===== src/rtl/vga_timing_pkg.sv =====
// Shared VGA timing constants, receiver state encoding and a saturating counter helper
// used by the sync receiver and its edge detectors.
package vga_timing_pkg;

  localparam int COORD_W = 10;

  localparam int H_D_NOM         = 640;
  localparam int H_F_NOM         = 16;
  localparam int H_R_NOM         = 96;
  localparam int H_B_NOM         = 48;
  localparam int V_D_NOM         = 480;
  localparam int V_F_NOM         = 10;
  localparam int V_R_NOM         = 2;
  localparam int V_B_NOM         = 33;
  localparam int LOCK_FRAMES_NOM = 2;

  localparam int H_TOTAL  = H_D_NOM + H_F_NOM + H_B_NOM + H_R_NOM;
  localparam int HS_START = H_D_NOM + H_F_NOM;
  localparam int V_TOTAL  = V_D_NOM + V_F_NOM + V_B_NOM + V_R_NOM;
  localparam int VS_START = V_D_NOM + V_F_NOM;

  typedef enum logic [1:0] {
    SEARCH  = 2'd0,
    ACQUIRE = 2'd1,
    LOCKED  = 2'd2
  } rx_state_e;

  function automatic logic [COORD_W-1:0] sat_inc(input logic [COORD_W-1:0] v);
    return (v == {COORD_W{1'b1}}) ? v : v + {{(COORD_W-1){1'b0}}, 1'b1};
  endfunction

endpackage


===== src/rtl/vga_sync_edge.sv =====
// Sync history register and fall/rise detector; the history only advances on pixel ticks
// and idles high so a line that is already low after reset reads as a fall.
module vga_sync_edge (
  input  logic i_clk,
  input  logic i_rst_n,
  input  logic i_p_tick,
  input  logic i_sync,
  output logic o_fall,
  output logic o_rise
);

  logic r_hist;

  // previous pixel-tick sample of the sync line
  always_ff @(posedge i_clk or negedge i_rst_n) begin
    if (!i_rst_n) begin
      r_hist <= 1'b1;
    end else if (i_p_tick) begin
      r_hist <= i_sync;
    end
  end

  assign o_fall = i_p_tick & r_hist & ~i_sync;
  assign o_rise = i_p_tick & ~r_hist & i_sync;

endmodule


===== src/rtl/vga_sync_receptor.sv =====
// VGA sync receiver: locks onto the incoming hsync/vsync frame structure, regenerates
// pixel coordinates and flags lines or frames whose timing departs from nominal.
module vga_sync_receptor
  import vga_timing_pkg::*;
#(
  parameter int H_D         = H_D_NOM,
  parameter int H_F         = H_F_NOM,
  parameter int H_R         = H_R_NOM,
  parameter int H_B         = H_B_NOM,
  parameter int V_D         = V_D_NOM,
  parameter int V_F         = V_F_NOM,
  parameter int V_R         = V_R_NOM,
  parameter int V_B         = V_B_NOM,
  parameter int LOCK_FRAMES = LOCK_FRAMES_NOM
) (
  input  logic               CLK,
  input  logic               RESET_N,
  input  logic               p_tick,
  input  logic               sincro_horiz,
  input  logic               sincro_vert,
  output logic [COORD_W-1:0] pixel_X_rx,
  output logic [COORD_W-1:0] pixel_Y_rx,
  output logic               video_on_rx,
  output logic               locked,
  output logic               h_err,
  output logic               v_err,
  output logic               frame_tick,
  output logic [7:0]         err_count
);

  localparam logic [COORD_W-1:0] L_HT_LAST  = COORD_W'(H_D + H_F + H_R + H_B - 1);
  localparam logic [COORD_W-1:0] L_HS_START = COORD_W'(H_D + H_F);
  localparam logic [COORD_W-1:0] L_VT_LAST  = COORD_W'(V_D + V_F + V_R + V_B - 1);
  localparam logic [COORD_W-1:0] L_VS_START = COORD_W'(V_D + V_F);
  localparam logic [COORD_W-1:0] L_H_D      = COORD_W'(H_D);
  localparam logic [COORD_W-1:0] L_V_D      = COORD_W'(V_D);
  localparam logic [COORD_W-1:0] L_H_R      = COORD_W'(H_R);
  localparam logic [COORD_W-1:0] L_V_R      = COORD_W'(V_R);
  localparam logic [COORD_W:0]   L_VT       = (COORD_W+1)'(V_D + V_F + V_R + V_B);
  localparam logic [3:0]         L_GOOD_LAST = 4'(LOCK_FRAMES - 1);

  logic w_hs_fall, w_hs_rise, w_vs_fall, w_vs_rise;
  logic w_x_wrap, w_h_raw, w_v_raw, w_h_err, w_v_err;
  logic [COORD_W-1:0] w_x_nxt, w_y_nxt, w_y_step;
  logic [COORD_W:0]   w_v_per_now;
  logic [8:0]         w_err_sum;
  logic [7:0]         w_err_nxt;
  rx_state_e          w_state_nxt;
  logic [3:0]         w_good_nxt;

  rx_state_e          r_state;
  logic [3:0]         r_good;
  logic [COORD_W-1:0] r_x, r_y, r_h_per, r_h_low, r_v_per, r_v_low;
  logic               r_locked, r_video_on, r_h_err, r_v_err, r_frame_tick;
  logic [7:0]         r_err_count;

  vga_sync_edge u_hs_edge (
    .i_clk(CLK), .i_rst_n(RESET_N), .i_p_tick(p_tick), .i_sync(sincro_horiz),
    .o_fall(w_hs_fall), .o_rise(w_hs_rise)
  );

  vga_sync_edge u_vs_edge (
    .i_clk(CLK), .i_rst_n(RESET_N), .i_p_tick(p_tick), .i_sync(sincro_vert),
    .o_fall(w_vs_fall), .o_rise(w_vs_rise)
  );

  assign w_x_wrap = p_tick & ~w_hs_fall & (r_x == L_HT_LAST);
  assign w_x_nxt  = w_hs_fall ? L_HS_START : ((r_x == L_HT_LAST) ? '0 : r_x + 1'b1);
  assign w_y_step = (r_y == L_VT_LAST) ? '0 : r_y + 1'b1;
  assign w_y_nxt  = w_vs_fall ? L_VS_START : (w_x_wrap ? w_y_step : r_y);

  // the wrap landing on the vsync fall itself closes the frame, so it is counted here
  assign w_v_per_now = {1'b0, r_v_per} + {{COORD_W{1'b0}}, w_x_wrap};

  assign w_h_raw = (w_hs_fall & (r_h_per != L_HT_LAST))
                 | (p_tick & ~w_hs_fall & (r_h_per == L_HT_LAST))
                 | (w_hs_rise & (r_h_low != L_H_R));
  assign w_v_raw = (w_vs_fall & (w_v_per_now != L_VT))
                 | (w_vs_rise & (r_v_low != L_V_R));
  assign w_h_err = w_h_raw & (r_state != SEARCH);
  assign w_v_err = w_v_raw & (r_state != SEARCH);

  assign w_err_sum = {1'b0, r_err_count} + {8'd0, w_h_err} + {8'd0, w_v_err};
  assign w_err_nxt = w_err_sum[8] ? 8'hFF : w_err_sum[7:0];

  // lock state machine: next state and clean-frame counter
  always_comb begin
    w_state_nxt = r_state;
    w_good_nxt  = r_good;
    case (r_state)
      SEARCH: begin
        if (w_vs_fall) begin
          w_state_nxt = ACQUIRE;
          w_good_nxt  = 4'd0;
        end else begin
          w_state_nxt = SEARCH;
        end
      end
      ACQUIRE: begin
        if (w_h_err || w_v_err) begin
          w_state_nxt = SEARCH;
        end else if (w_vs_fall) begin
          if (r_good == L_GOOD_LAST) begin
            w_state_nxt = LOCKED;
          end else begin
            w_good_nxt = r_good + 4'd1;
          end
        end else begin
          w_state_nxt = ACQUIRE;
        end
      end
      LOCKED: begin
        if (w_h_err || w_v_err) begin
          w_state_nxt = SEARCH;
        end else begin
          w_state_nxt = LOCKED;
        end
      end
      default: begin
        w_state_nxt = SEARCH;
        w_good_nxt  = 4'd0;
      end
    endcase
  end

  // coordinate, period counters and lock state; all advance only on pixel ticks
  always_ff @(posedge CLK or negedge RESET_N) begin
    if (!RESET_N) begin
      r_state    <= SEARCH;
      r_good     <= 4'd0;
      r_x        <= '0;
      r_y        <= '0;
      r_h_per    <= '0;
      r_h_low    <= '0;
      r_v_per    <= '0;
      r_v_low    <= '0;
      r_locked   <= 1'b0;
      r_video_on <= 1'b0;
    end else if (p_tick) begin
      r_state    <= w_state_nxt;
      r_good     <= w_good_nxt;
      r_x        <= w_x_nxt;
      r_y        <= w_y_nxt;
      r_h_per    <= w_hs_fall ? '0 : sat_inc(r_h_per);
      r_h_low    <= w_hs_fall ? {{(COORD_W-1){1'b0}}, 1'b1}
                              : (~sincro_horiz ? sat_inc(r_h_low) : r_h_low);
      r_v_per    <= w_vs_fall ? '0 : (w_x_wrap ? sat_inc(r_v_per) : r_v_per);
      r_v_low    <= w_vs_fall ? {{(COORD_W-1){1'b0}}, w_x_wrap}
                              : ((~sincro_vert & w_x_wrap) ? sat_inc(r_v_low) : r_v_low);
      r_locked   <= (w_state_nxt == LOCKED);
      r_video_on <= (w_state_nxt == LOCKED) && (w_x_nxt < L_H_D) && (w_y_nxt < L_V_D);
    end
  end

  // single-cycle event pulses and the saturating error tally
  always_ff @(posedge CLK or negedge RESET_N) begin
    if (!RESET_N) begin
      r_h_err      <= 1'b0;
      r_v_err      <= 1'b0;
      r_frame_tick <= 1'b0;
      r_err_count  <= 8'd0;
    end else begin
      r_h_err      <= w_h_err;
      r_v_err      <= w_v_err;
      r_frame_tick <= w_vs_fall & (r_state == LOCKED);
      r_err_count  <= w_err_nxt;
    end
  end

  assign pixel_X_rx  = r_x;
  assign pixel_Y_rx  = r_y;
  assign video_on_rx = r_video_on;
  assign locked      = r_locked;
  assign h_err       = r_h_err;
  assign v_err       = r_v_err;
  assign frame_tick  = r_frame_tick;
  assign err_count   = r_err_count;

endmodule


===== config.mk =====
export PLATFORM = sky130hd
export DESIGN_NAME = vga_sync_receptor
export DESIGN_NICKNAME = d
export VERILOG_FILES = /design/src/rtl/vga_timing_pkg.sv /design/src/rtl/vga_sync_edge.sv /design/src/rtl/vga_sync_receptor.sv
export SDC_FILE = /design/constraint.sdc
export NUM_CORES = 1
export LEC_CHECK = 0
export ABC_AREA = 1
export CAP_MARGIN = 0
export CORE_ASPECT_RATIO = 1.4
export CORE_MARGIN = 5
export CORE_UTILIZATION = 45
export CTS_CLUSTER_SIZE = 24
export DETAILED_ROUTE_END_ITERATION = 10
export HOLD_SLACK_MARGIN = 0.15
export SYNTH_ARGS = -nofsm -noshare
export SYNTH_HDL_FRONTEND = slang
export SYNTH_SLANG_ARGS = --single-unit

===== constraint.sdc =====
create_clock -name CLK -period 4.8 [get_ports CLK]
set_clock_uncertainty 0.2 [all_clocks]
set_input_delay 1.44 -clock CLK [delete_from_list [all_inputs] [get_ports CLK]]
set_output_delay 1.44 -clock CLK [all_outputs]
set_load 0.005 [all_outputs]

==> flow_summary.yaml, run 1 <==
status:
  outcome: "completed"
synth:
  prevailing_post_synth_register_cell: "sky130_fd_sc_hd__dfrtp_1"
  count_of_distinct_cell_types_in_the_synthesized_netlist: 45
  netlist_area_um2: 4840
  synth_warnings: 0
  post_synth_edffs: 0
  postSynthNetCount: 653
  synth.largest_area_cell: "sky130_fd_sc_hd__dfrtp_1"
  netlist_top_cells_area: "sky130_fd_sc_hd__dfrtp_1, sky130_fd_sc_hd__nand2_1, sky130_fd_sc_hd__inv_1, sky130_fd_sc_hd__nand3_1, sky130_fd_sc_hd__nor2_1"
  synthesis.instances: 633
  synthDominantCellAreaShare: 0.408
  yosysSeqAreaShare: 0.419
  synth-async-reset-ratio: 1.00
  post_synth.cell_area_avg_um2: 7.65
  yosys_register_bits: 81
grt:
  pin_count_of_the_biggest_net_entering_global_routing: 82
  grt_overflow: 0
  antenna_found_initial: 0
  grtUsageTotal: 0.183
  global_route_wire_length_before_repair_um: 19800
  first_global_vias: 4208
layout:
  design.final.nets: 708
  commonest_cells_after_routing_fill_and_taps_aside: "sky130_fd_sc_hd__nand2_1, sky130_fd_sc_hd__inv_1, sky130_fd_sc_hd__dfrtp_1"
  postLayoutCellArea_um2: 5820
  layout_commonest_cell: "sky130_fd_sc_hd__nand2_1"
  stdcell_count: 831
  final_standard_cell_utilization_of_the_core: 0.556
  final_layout_size_suffix_gt1_frac: 0.101
  area_delta_synth_final_pct: 20.0
  num_antenna_cells: 0
setup_path:
  critical_path_peak_fanout: 2
  crit_slowest_cell: "sky130_fd_sc_hd__ha_1"
  slowest_delay_ps: 220
  path_class: "in2reg"
  worstPathArrival_ps: 4230
  cp_common_cell: "sky130_fd_sc_hd__nand2_1"
  worst_ep_required_ps: 4830
  endpoint_kind: "flip-flop"
  worst_setup_path_start_kind: "input port"
timing:
  tightestPinTransition_ps: 1050
  finalSetupTns_ps: 0
  final_critical_path_setup_slack_ps: 596
  rsz0062_at_grt: "false"
  report.final.slew_viol_count: 0
  fmax_ghz: 0.238
  post-route-period-util: 0.876
  minimum_period_implied_by_the_final_worst_setup_slack_ps: 4200
  slew-limit-headroom: 0.300
  setup_viol: 0
  final_hold_violation_count: 0
routing:
  first_pass_iters: 4
  via_count: 4318
  final_antenna_net_count: 0
  detail_route.drc_violations: 0
  drt_iter0_markers: 160
  routedWlPerCell_um: 13.7
  postRouteWirelength_um: 11400
  via_per_inst: 5.20
cts:
  clockRootBuffer: "sky130_fd_sc_hd__clkbuf_16"
  cts_htree_levels: 3
  post_cts_clock_slew_at_the_launch_and_capture_registers_of_the_worst_setup_and_hold_paths_ps: 60
  cts_made_buffers: 9
  clockBufferDepth: 2
  cts.sinks: 81
  holdBufCountCts: 0
  worstSkewPairLatency_ps: 340
  cts_tree: "built"
die:
  num_io_pins: 38
  die_w_um: 97.7
  initial_core_util: 0.463
  placeableCoreArea_um2: 10500
  rows: 44
  floorplan.die.height_um: 133
  dieArea_um2: 13000
placed_design:
  place.gp.congestion: 0.836
  detailedPlace.worstSlack_ps: -292
  port-buffer-count: 37
  place_inst: 814
  dpl_cell_area_um2: 5460
  detailedPlacementHpwl_um: 8270
power_and_ir_drop:
  power.ir.vdd_worst_v: 0.000245
  power_leakage_nw: 2.83
  pwr_density_cell_nw_per_um2: 363
min_path:
  hold_class: "reg2reg"
job:
  cap_violations: 0
-- area by class of cell --
class                      count  area, um2
multi-input combinational    449       2450
clock buffer                  11        243
sequential                    81       2030
timing repair buffer          53        493
clock inverter                 5       78.8
fill                        1002       4640
inverter                      94        353
tap                          138        173
-- repair_timing --
action,in CTS,in global routing
resized for setup,0,8
setup buffers,0,1
endpoints found under the setup margin,0,8
-- path summary, 6_finish.rpt --
kind | startpoint | slack [ps] | endpoint | depth (start not counted)
max in group asynchronous | RESET_N | 2640 | r_h_low[6] | 1
min in group asynchronous | RESET_N | 1070 | pixel_X_rx[1] | 1
worst min-delay path | video_on_rx | 290 | video_on_rx | 2
worst min register to register | video_on_rx | 290 | video_on_rx | 2
worst max register to register | pixel_X_rx[0] | 940 | err_count[6] | 25
worst max-delay path | sincro_horiz | 600 | err_count[6] | 25
-- cell usage after synthesis, types with 2 or more instances --
| master | instances |
|---|---|
| sky130_fd_sc_hd__dfstp_2 | 2 |
| sky130_fd_sc_hd__a22oi_1 | 2 |
| sky130_fd_sc_hd__nand4_1 | 21 |
| sky130_fd_sc_hd__o21ai_1 | 9 |
| sky130_fd_sc_hd__nand2_2 | 6 |
| sky130_fd_sc_hd__nor2_2 | 4 |
| sky130_fd_sc_hd__xor2_1 | 18 |
| sky130_fd_sc_hd__inv_2 | 6 |
| sky130_fd_sc_hd__dfrtp_1 | 79 |
| sky130_fd_sc_hd__a21oi_1 | 22 |
| sky130_fd_sc_hd__nor4_1 | 4 |
| sky130_fd_sc_hd__o31ai_1 | 7 |
| sky130_fd_sc_hd__inv_1 | 88 |
| sky130_fd_sc_hd__clkbuf_1 | 6 |
| sky130_fd_sc_hd__nand2_1 | 148 |
| sky130_fd_sc_hd__a31oi_1 | 3 |
| sky130_fd_sc_hd__nand3_2 | 2 |
| sky130_fd_sc_hd__nor3_1 | 14 |
| sky130_fd_sc_hd__nor3_4 | 2 |
| sky130_fd_sc_hd__nor2_1 | 54 |
| sky130_fd_sc_hd__nor3_2 | 3 |
| sky130_fd_sc_hd__o31ai_2 | 2 |
| sky130_fd_sc_hd__nand3_1 | 59 |
| sky130_fd_sc_hd__o32ai_1 | 2 |
| sky130_fd_sc_hd__ha_1 | 15 |
| sky130_fd_sc_hd__nor2_8 | 3 |
| sky130_fd_sc_hd__nand3b_1 | 2 |
| sky130_fd_sc_hd__o21ai_0 | 33 |
-- power breakdown --
group / leakage (nW) / internal (mW) / switching, mW
Combinational: 1.63 / 0.207 / 0.267
Sequential: 1.04 / 0.783 / 0.109
Clock: 0.159 / 0.469 / 0.275
Total: 2.83 / 1.46 / 0.650
-- critical path: cells and delay by family --
family / cells / cell delay [ps]
fa+ha+maj: 4 / 800
simple gates: 10 / 890
xor+xnor: 2 / 270
buf+inv: 7 / 560
compound gates: 2 / 250
-- sequential cells by signal (all words and copies together), names as in the netlist --
name              count
r_good                4
r_v_low              10
video_on_rx           1
err_count             8
u_vs_edge.r_hist      1
locked                1
u_hs_edge.r_hist      1
r_state               2
h_err                 1
frame_tick            1
r_v_per              10
r_h_low              10
pixel_X_rx           10
r_h_per              10
v_err                 1
pixel_Y_rx           10
-- through the flow --
stage | hold WS (ps) | total power [mW]
floorplan | 267 | 1.17
CTS | 301 | 2.13
global placement | 268 | 1.37
finish | 292 | 2.11
global route | 317 | 2.25
detailed placement | 285 | 1.38
-- layer usage --
layer | up-vias | routed length, um | global-route usage | share of wire
li1 | 2198 | - | - | -
met1 | 2060 | 4930 | 0.215 | 0.43
met2 | 46 | 6020 | 0.337 | 0.53
met3 | 14 | 227 | 0.0284 | 0.020
met4 | 0 | 168 | 0.0585 | 0.015
met5 | - | 0 | 0 | 0
-- cells by family after synthesis --
kind of cell,Yosys count,synth area share
XOR/XNOR,19,0.0343
AO/OA/AOI/OAI,87,0.104
buffers and inverters,103,0.0816
AND/OR/NAND/NOR,328,0.322
flip-flops,81,0.419
adder cells (fa/ha/maj),15,0.0387
Note: power is estimated with default switching activity, not from simulation.
==> run 2, diff against run 1 <==
ABC_AREA = not set   (was 1)
==> flow_summary.yaml, run 2 <==
status:
  outcome: "completed"
die:
  floorplan.die.height_um: 129
  placeableCoreArea_um2: 9900
  dieArea_um2: 12200
  initial_core_util: 0.457
  die_w_um: 94.7
  num_io_pins: 38
  rows: 43
synth:
  yosysSeqAreaShare: 0.449
  netlist_top_cells_area: "sky130_fd_sc_hd__dfrtp_1, sky130_fd_sc_hd__nor2_1, sky130_fd_sc_hd__ha_1, sky130_fd_sc_hd__o21ai_0, sky130_fd_sc_hd__nand2_1"
  yosys_register_bits: 81
  ys_top_cells_by_count: "sky130_fd_sc_hd__dfrtp_1, sky130_fd_sc_hd__nor2_1, sky130_fd_sc_hd__nand2_1"
  synthesis.instances: 492
  post_synth_edffs: 0
  postSynthNetCount: 512
  post_synth.cell_area_avg_um2: 9.19
  count_of_distinct_cell_types_in_the_synthesized_netlist: 60
  synth_warnings: 0
  netlist_area_um2: 4520
  prevailing_post_synth_register_cell: "sky130_fd_sc_hd__dfrtp_1"
  most_common_cell_in_the_netlist: "sky130_fd_sc_hd__dfrtp_1"
  synthDominantCellAreaShare: 0.437
  synth-async-reset-ratio: 1.00
  synth.largest_area_cell: "sky130_fd_sc_hd__dfrtp_1"
cts:
  cts.sinks: 81
  cts_htree_levels: 3
  worstSkewPairLatency_ps: 340
  holdBufCountCts: 0
  cts_made_buffers: 9
  cts_tree: "built"
  post_cts_clock_slew_at_the_launch_and_capture_registers_of_the_worst_setup_and_hold_paths_ps: 60
  clockBufferDepth: 2
  clockRootBuffer: "sky130_fd_sc_hd__clkbuf_16"
routing:
  met1Wirelength_um: 4430
  postRouteWirelength_um: 10200
  first_pass_iters: 4
  detail_route.drc_violations: 0
  drt_iter0_markers: 199
  wl_met3_um: 358
  final_antenna_net_count: 0
  wl_met2_um: 5280
  via_count: 3750
  routed.top_layer: "met4"
  via_per_inst: 5.47
  routedWlPerCell_um: 14.9
setup_path:
  path_class: "reg2reg"
  worstPathArrival_ps: 4390
  crit_path_start: "pixel_X_rx[0]"
  worstReg2RegStart: "pixel_X_rx[0]"
  endpoint_kind: "flip-flop"
  critical_path.reg2reg.endpoint: "err_count[3]"
  r2r_setup_slack_ps: 430
  worst_setup_path_start_kind: "flip-flop"
  number_of_cells_on_the_worst_reg_to_reg_path: 18
  critical_path_peak_fanout: 5
  worst_ep_required_ps: 4820
timing:
  slew-limit-headroom: 0.302
  report.final.slew_viol_count: 0
  minimum_period_implied_by_the_final_worst_setup_slack_ps: 4370
  tightestPinTransition_ps: 1050
  final_hold_violation_count: 0
  rsz0062_at_grt: "false"
  post-route-period-util: 0.910
  fmax_ghz: 0.229
  setup_viol: 0
placed_design:
  place.gp.congestion: 0.834
  place_inst: 668
  port-buffer-count: 37
  dpl_cell_area_um2: 5130
  detailedPlacementHpwl_um: 7240
min_path:
  worst_hold_path.num_cells: 2
  worstHoldEndpoint: "video_on_rx"
  holdCritStartpoint: "video_on_rx"
  hold_class: "reg2reg"
grt:
  grtUsageTotal: 0.181
  global_route_wire_length_before_repair_um: 17700
  pin_count_of_the_biggest_net_entering_global_routing: 82
  first_global_vias: 3724
  antenna_found_initial: 0
  grt_overflow: 0
layout:
  stdcell_count: 685
  postLayoutCellArea_um2: 5470
  area_delta_synth_final_pct: 21.0
  final_layout_size_suffix_gt1_frac: 0.107
  design.final.nets: 565
  commonest_cells_after_routing_fill_and_taps_aside: "sky130_fd_sc_hd__dfrtp_1, sky130_fd_sc_hd__nor2_1, sky130_fd_sc_hd__nand2_1"
  num_antenna_cells: 0
  layout_commonest_cell: "sky130_fd_sc_hd__dfrtp_1"
power_and_ir_drop:
  power_leakage_nw: 2.34
  power.ir.vdd_worst_v: 0.000207
  pwr_density_cell_nw_per_um2: 338
job:
  cap_violations: 0
-- run 2: worst max path at each step --
stage | end | slack [ps] | cells past startpoint
finish | err_count[3] | 430 | 18
global route | err_count[3] | 100 | 18
CTS | err_count[5] | 20 | 18
detailed placement | err_count[3] | -570 | 18
global placement | err_count[3] | -340 | 18
floorplan | err_count[5] | 20 | 17
-- run 2: stage by stage --
step                       util  TNS (ps)  total power [mW]  hold slack (ps)  setup WS (ps)
after floorplan               -         0              1.01              270           19.6
after global placement    0.518     -1780              1.15              301           -343
after detailed placement  0.518     -4060              1.16              305           -574
after CTS                 0.552         0              1.87              322           24.8
after global routing      0.552         0              1.95              337           95.5
final                     0.552         0              1.85              317            430
-- run 2: kinds of logic after synthesis --
logic type / after synthesis / share of synthesized area
AO/OA/AOI/OAI: 96 / 0.128
adder cells (fa/ha/maj): 15 / 0.0415
AND/OR/NAND/NOR: 224 / 0.263
buffers and inverters: 33 / 0.0324
XOR/XNOR: 35 / 0.0678
multiplexers: 8 / 0.0185
flip-flops: 81 / 0.449
-- run 2: final cells by class --
type                       count  area (um2)
clock inverter                 3        40.0
timing repair buffer          54         500
clock buffer                  13         260
multi-input combinational    378        2390
sequential                    81        2030
tap                          135         169
inverter                      21        78.8
fill                         942        4430
-- run 2: power by group --
part / internal (mW) / total (mW) / switching, mW
clock: 0.430 / 0.695 / 0.265
sequential: 0.757 / 0.854 / 0.0974
combinational: 0.155 / 0.299 / 0.144
-- run 2: repair_timing --
action                                  CTS  global route
endpoints found under the setup margin    7             9
resized for setup                         6             2
pin swaps                                 3             5
setup buffers                             1             0
-- run 2: critical path, stage by stage (launching register included) --
cell and delay, ps:
sky130_fd_sc_hd__dfrtp_1 420, sky130_fd_sc_hd__ha_1 260, sky130_fd_sc_hd__nand4_2 150, sky130_fd_sc_hd__or3_2 530, sky130_fd_sc_hd__nor3_4 230, sky130_fd_sc_hd__ha_2 200
sky130_fd_sc_hd__ha_1 240, sky130_fd_sc_hd__nor4b_2 270, sky130_fd_sc_hd__nand4_1 160, sky130_fd_sc_hd__a22oi_2 200, sky130_fd_sc_hd__a21oi_2 100, sky130_fd_sc_hd__xor2_1 150
sky130_fd_sc_hd__ha_1 200, sky130_fd_sc_hd__a21o_1 160, sky130_fd_sc_hd__ha_1 190, sky130_fd_sc_hd__and3_1 190, sky130_fd_sc_hd__nand3_2 90, sky130_fd_sc_hd__nand2_1 50
sky130_fd_sc_hd__mux2_2 260
-- run 2: per-layer routing --
layer  global-route usage  vias to the layer above
li1                     -                     1873
met2                0.312                       57
met5                    0                        -
met3               0.0421                       12
met1                0.225                     1808
met4               0.0544                        0
==> run 3, diff against run 2 <==
SLEW_MARGIN = 0   (was not set)
==> results of run 3 <==
No change in the layout: final DEF, timing and power equal those of run 2.
